**src/rtl/elastic_pipeline_register.sv**
```systemverilog
// Elastic pipeline stage register: valid/ready flow control, hazard flush and an
// optional skid entry so that in_ready comes straight from a register.
module elastic_pipeline_register #(
  parameter int PAYLOAD_WIDTH  = 160,
  parameter bit SKID_ENABLE    = 1'b1,
  parameter bit CLEAR_ON_FLUSH = 1'b1
) (
  input  logic                     clock,
  input  logic                     reset,
  input  logic                     flush,
  input  logic                     in_valid,
  output logic                     in_ready,
  input  logic [PAYLOAD_WIDTH-1:0] in_payload,
  output logic                     out_valid,
  input  logic                     out_ready,
  output logic [PAYLOAD_WIDTH-1:0] out_payload,
  output logic [1:0]               occupancy
);

  // Handshake: a transfer happens on a posedge where valid and ready are both high;
  // in_ready never depends on in_valid, and out_payload stays put while out_valid & !out_ready.

  // The state encoding equals the number of held entries, so occupancy doubles as the debug view.
  typedef enum logic [1:0] {
    EMPTY = 2'd0,
    ONE   = 2'd1,
    FULL  = 2'd2
  } state_t;

  state_t                   state, state_next;
  logic [PAYLOAD_WIDTH-1:0] main_q, main_d;
  logic [PAYLOAD_WIDTH-1:0] skid_q, skid_d;
  logic                     accept, consume;

  assign out_valid   = (state != EMPTY);
  assign out_payload = main_q;
  assign occupancy   = state;

  always_comb begin
    if (SKID_ENABLE) begin
      in_ready = (state != FULL) && !reset;
    end else begin
      in_ready = ((state == EMPTY) || out_ready) && !reset;
    end
  end

  assign accept  = in_valid && in_ready;
  assign consume = out_valid && out_ready;

  always_comb begin
    state_next = state;
    main_d     = main_q;
    skid_d     = skid_q;
    if (reset) begin
      state_next = EMPTY;
      main_d     = '0;
      skid_d     = '0;
    end else if (flush) begin
      state_next = EMPTY;
      if (CLEAR_ON_FLUSH) begin
        main_d = '0;
        skid_d = '0;
      end
    end else begin
      case (state)
        EMPTY: begin
          if (accept) begin
            main_d     = in_payload;
            state_next = ONE;
          end
        end
        ONE: begin
          if (accept && consume) begin
            main_d = in_payload;
          end else if (accept) begin
            // Only reachable with the skid entry: without it, accepting in ONE implies a consume.
            skid_d     = in_payload;
            state_next = FULL;
          end else if (consume) begin
            state_next = EMPTY;
          end
        end
        FULL: begin
          if (consume) begin
            main_d     = skid_q;
            state_next = ONE;
          end
        end
        default: state_next = EMPTY;
      endcase
    end
  end

  always_ff @(posedge clock) begin
    state  <= state_next;
    main_q <= main_d;
    skid_q <= skid_d;
  end

endmodule
```
**config.mk**
```make
export PLATFORM = sky130hd
export DESIGN_NAME = elastic_pipeline_register
export DESIGN_NICKNAME = d
export VERILOG_FILES = /design/src/rtl/elastic_pipeline_register.sv
export SDC_FILE = /design/constraint.sdc
export NUM_CORES = 1
export LEC_CHECK = 0
export ABC_AREA = 1
export BUFFER_PORTS_ARGS = -buffer_cell sky130_fd_sc_hd__clkbuf_2
export CORE_ASPECT_RATIO = 0.8
export CORE_UTILIZATION = 55
export DETAILED_ROUTE_END_ITERATION = 12
export PLACE_DENSITY = 0.85
export SYNTH_ARGS = -nofsm -noshare
export SYNTH_HDL_FRONTEND = slang
export SYNTH_SLANG_ARGS = --single-unit
```
**constraint.sdc**
```tcl
create_clock -name clock -period 1.7 [get_ports clock]
set_input_delay 0.51 -clock clock [delete_from_list [all_inputs] [get_ports clock]]
set_output_delay 0.51 -clock clock [all_outputs]
set_load 0.02 [all_outputs]
```
==> impl_metrics.toml, run 1 <==
[route]
top_layer = "met4"
routed_via_density = 6.02
wl_met1_um = 21400
ant_nets = 0
num_vias = 18000
wl_per_cell_um = 19.6
drc_errors = 0
wl_um = 58600
dr.pass1.iters = 7
wl_met2_um = 26600
route.met3.wl_um = 7040
first_iter_violations = 2436

[global_route]
antenna_found_initial = 5
grt_pass1_vias = 14400
grt_pass1_wl_um = 72300
grt_overflow_total = 0
grt_usage_pct = 31.0
grt_start_max_net_pins = 78

[setup_path]
slowest_stage = "dfxtp_4"
crit_path_start = "occupancy[1]"
rrSetupSlack_ps = -60
required_ps = 2100
crit_cells = 11
r2r_end = "out_payload[144]"
critPathMaxFanout = 8
cp_num_buf_inv = 5
crit_path_end = "out_payload[144]"
reg2reg_depth = 11
cp-end-kind = "flip-flop"
path_class = "reg -> reg"
crit_chain = "buf_6, buf_6, buf_6, nand2_4, nand2_8, nand2_8, clkbuf_16, buf_8, nand3_2, nand2_1, nor2_1"
worst_setup_path_start_kind = "flip-flop"
cpPeakStageDelay_ps = 400
crit_family = "buffers and inverters"
critPathArrivalTime_ps = 2160
rr_startpoint = "occupancy[1]"
crit_top_cell = "buf_6"

[floorplan]
core_mm2 = 0.0265
die-area_mm2 = 0.0280
start_util_pct = 56.7
die_y_um = 150
rows = 53
ios = 329
dieWidth_um = 187

[sta]
layout_setup_ws_ps = -64.4
maxSlewHeadroom_pct = 54.3
rsz0062_at_grt = "true"
min_period_ps = 1760
finalHoldViolCount = 0
finalSetupViolations = 99
fmax_mhz = 567
fin_skew_ps = 17.3
slew_viol_final = 0
period_share_pct = 104
worst_pin_slew_ps = 685

[logic_synthesis]
synth_common_cells = "nand2_1 (485), dfxtp_1 (322), nor2_1 (322), nand3_1 (321), inv_1 (162)"
synthTopCellsByArea = "dfxtp_1 (43%), nand2_1 (12%), nand3_1 (11%), nor2_1 (8.0%), a21oi_1 (5.4%)"
yosys.area.top_type = "dfxtp_1"
syn_area_mm2 = 0.0150
yosysMostFrequentCell = "nand2_1"
synthCells = 2311
synthArstFlopShare_pct = 0
synth_top_area_share_pct = 42.9
yosysSeqAreaShare_pct = 42.9
synth_seq_cells = 322
synth_flop_cell = "dfxtp_1"
synth_nets = 2476
ys_types = 20
ys_warn_count = 0
synth_edf_count = 0
synth.avg_cell_area_um2 = 6.50

[clocking]
cts_hold_buffers = 0
cts_tree = "yes"
htree_levels = 2
path_clk_slew_ps = 70
cts.sinks = 322
insertion_delay_ps = 510
cts_buffer_depth = 3
clockRootBuffer = "clkbuf_16"
cts_buffers = 34

[outcome]
violations = "negative setup slack"
status = "complete, but fails checks"

[final_layout]
fin_util_pct = 80.0
fin_nets = 2775
fin_cells = 2996
final_layout_size_suffix_gt1_share_pct = 28.9
area_growth_pct = 41.2

[power]
peakVddDrop_mv = 0.863
p_leak_nw = 10.1
powerDensity_mw_per_mm2 = 852

[run]
drv_cap = 0

[place]
port_buffers = 328
gp_congestion = 0.859
hpwl_um = 27400
dp_cells = 2845

[hold_path]
min_path_type = "in -> reg"
min_path_cells = 3
-- sequential cells by signal, summed over array words and instances (netlist names) --
name	count
out_payload	160
skid_q	160
occupancy	2
-- cell type report --
class | count | area (um2)
Antenna cell | 5 | 12.5
Clock buffer | 51 | 1050
Clock inverter | 9 | 125
Fill cell | 1676 | 5300
Inverter | 164 | 628
Multi-Input combinational cell | 1617 | 8280
Sequential cell | 322 | 6450
Tap cell | 357 | 447
Timing Repair Buffer | 471 | 4230
-- stage by stage --
step / hold slack [ps] / worst slack [ps] / total power [mW] / area, um2 / TNS, ps
6_report: 246 / -64.4 / 18.1 / 21200 / -2410
5_1_grt: 252 / -337 / 18.6 / 21200 / -7930
4_1_cts: 235 / -81.9 / 17.5 / 18600 / -581
3_5_place_dp: 468 / -173 / 9.76 / 17200 / -9310
3_3_place_gp: 460 / -88.5 / 9.72 / 17200 / -6150
2_1_floorplan: 465 / 1.39 / 9.05 / 15000 / 0
-- cells in the final DEF (no fill, tap or decap), drive strengths merged, types with 5 or more instances in the layout --
cell and n:
dfxtp 322, buf 107, clkbuf 414, nor3 160, nand3 322, diode 5, nor2 323, a21oi 161
nand2 488, o21ai 160, inv 164
-- worst min path at each step --
stage / from / end / slack (ps)
finish: in_payload[96] / skid_q[96] / 250
global route: in_payload[80] / skid_q[80] / 250
CTS: in_payload[80] / skid_q[80] / 240
detailed placement: out_payload[94] / out_payload[94] / 470
global placement: out_payload[149] / out_payload[149] / 460
floorplan: skid_q[120] / skid_q[120] / 470
-- where the power goes --
part / leakage (nW) / switching [mW] / internal [mW] / total, mW
combinational: 6.87 / 1.46 / 0.949 / 2.41
clock: 0.573 / 3.14 / 4.73 / 7.86
sequential: 2.61 / 0.112 / 7.69 / 7.80
-- per-layer routing --
metal	track usage, %	vias to the layer above
met5	0	-
met2	49.6	1345
met3	6.92	332
met4	12.7	0
li1	-	8088
met1	40.6	8280
-- worst register-to-register path, stage by stage (launching register included) --
cell,delay (ps)
dfxtp_4,400
buf_6,130
buf_6,110
buf_6,120
nand2_4,90
nand2_8,80
nand2_8,150
clkbuf_16,190
buf_8,140
nand3_2,70
nand2_1,110
nor2_1,60
-- logic make-up after synthesis --
logic type | Yosys count | share of synthesized area, %
compound gates | 323 | 10.8
buf+inv | 373 | 9.90
flops | 322 | 42.9
simple gates | 1293 | 36.4
-- repair_timing --
| item | in CTS | in global routing |
|---|---|---|
| endpoints found under the setup margin | 23 | 222 |
| pin swaps | 3 | 84 |
| gates resized for setup | 38 | 291 |
| gates cloned | 3 | 53 |
| buffers inserted | 6 | 27 |
Note: power is estimated with default switching activity, not from simulation.
==> inputs of run 2 (changes only) <==
--- a/config.mk
+++ b/config.mk
@@ -10,7 +10,8 @@
 export CORE_ASPECT_RATIO = 0.8
 export CORE_UTILIZATION = 55
 export DETAILED_ROUTE_END_ITERATION = 12
-export PLACE_DENSITY = 0.85
+export HOLD_SLACK_MARGIN = 0.12
+export PLACE_DENSITY = 0.93
 export SYNTH_ARGS = -nofsm -noshare
 export SYNTH_HDL_FRONTEND = slang
 export SYNTH_SLANG_ARGS = --single-unit
==> impl_metrics.toml, run 2 (synthesized netlist as in run 1, its figures left out) <==
[outcome]
violations = "negative setup slack"
status = "complete, but fails checks"

[final_layout]
fin_util_pct = 74.7
fin_cells = 2975
layout_common_cells = "nand2_1 (483), clkbuf_2 (325), nor2_1 (321)"
fin_nets = 2757
final_layout_size_suffix_gt1_share_pct = 21.6
layout_commonest_cell = "nand2_1"
area_growth_pct = 31.8

[power]
powerDensity_mw_per_mm2 = 903
seqPwrFrac_pct = 43.5
power_frac_clock_pct = 44.4
switching_share_pct = 25.7
combPwrFrac_pct = 12.1
total_power_mw = 17.9
p_leak_nw = 9.53
p_int_mw = 13.3
peakVddDrop_mv = 0.913
switchingPower_mw = 4.60

[sta]
worst_pin_slew_ps = 452
min_period_ps = 1820
finalHoldViolCount = 0
period_share_pct = 107
fin_skew_ps = 16.5
rsz0062_at_grt = "true"
finalSetupViolations = 6
fmax_mhz = 551
maxSlewHeadroom_pct = 69.8
layout_setup_ws_ps = -115
holdWs_ps = 249
slew_viol_final = 0

[setup_path]
required_ps = 1190
path_class = "reg -> out"
critPathMaxFanout = 4
critPathArrivalTime_ps = 1310
cp-end-kind = "output port"
worst_setup_path_start_kind = "flip-flop"

[place]
port_buffers = 328
hpwl_um = 29000
dp_cells = 2851
gp_congestion = 0.904

[route]
ant_nets = 0
drc_errors = 0
wl_um = 54700
wl_per_cell_um = 18.4
num_vias = 17500
first_iter_violations = 2325
routed_via_density = 5.88
dr.pass1.iters = 8

[floorplan]
die-area_mm2 = 0.0280
start_util_pct = 56.7
core_mm2 = 0.0265
ios = 329
rows = 53
dieWidth_um = 187
die_y_um = 150

[clocking]
cts_hold_buffers = 0
cts_tree = "yes"
cts_buffer_depth = 3
htree_levels = 2
path_clk_slew_ps = 60
cts.sinks = 322
insertion_delay_ps = 510
cts_buffers = 35
clockRootBuffer = "clkbuf_16"

[global_route]
antenna_found_initial = 1
grt_usage_pct = 32.9
grt_pass1_vias = 15300
grt_pass1_wl_um = 76300
grt_overflow_total = 0
grt_start_max_net_pins = 97

[hold_path]
min_path_type = "in -> reg"

[run]
drv_cap = 0
==> run 2: worst max-delay path: stages, from the launching register on <==
cell and delay, ps:
dfxtp_4 370, buf_6 130, a21oi_4 160, buf_8 130
==> run 2: final timing paths <==
| kind | from | end | slack (ps) | depth (start not counted) |
|---|---|---|---|---|
| hold reg to reg | out_payload[93] | out_payload[93] | 480 | 2 |
| setup / recovery | occupancy[1] | in_ready | -120 | 3 |
| setup reg to reg | occupancy[0] | skid_q[9] | -20 | 9 |
| hold / removal | in_payload[109] | skid_q[109] | 250 | 3 |
==> run 2: routing by layer <==
metal | up-vias | share of wire [%] | global-route usage (%)
met5 | - | 0 | 0
met4 | 0 | 6.1 | 18.7
met3 | 266 | 12 | 7.22
met2 | 1294 | 45 | 52.8
met1 | 7897 | 37 | 41.3
li1 | 8025 | - | -
==> run 2: what timing repair did <==
item / CTS / global route
gates resized for setup: 18 / 87
pin swaps: 1 / 27
endpoints found under the setup margin: 3 / 274
cloned: 2 / 31
setup buffers: 9 / 19
==> run 2: area by class of cell <==
class	instances	area (um2)
flip-flops and latches	322	6450
well taps	357	447
clock inverters	11	141
inverters	164	631
fillers	1873	6720
clock buffers	51	1060
repair buffers	453	3690
diodes	1	2.50
multi-input cells	1616	7390
==> run 2: power by group through the flow <==
stage | combinational [mW] | clock, mW | sequential, mW
2_1_floorplan | 0.958 | 0 | 8.10
3_5_place_dp | 1.83 | 0 | 7.94
4_1_cts | 1.86 | 8.00 | 7.78
6_report | 2.16 | 7.96 | 7.78
5_1_grt | 2.33 | 8.34 | 7.79
3_3_place_gp | 1.79 | 0 | 7.94
==> run 2: per-stage QoR <==
stage	setup TNS [ps]	worst slack (ps)	instance area [um2]
detailed placement	-7960	-103	17300
global placement	-3540	-41.6	17300
finish	-289	-115	19800
floorplan	0	1.39	15000
global route	-2060	-136	19800
CTS	-2540	-158	18700
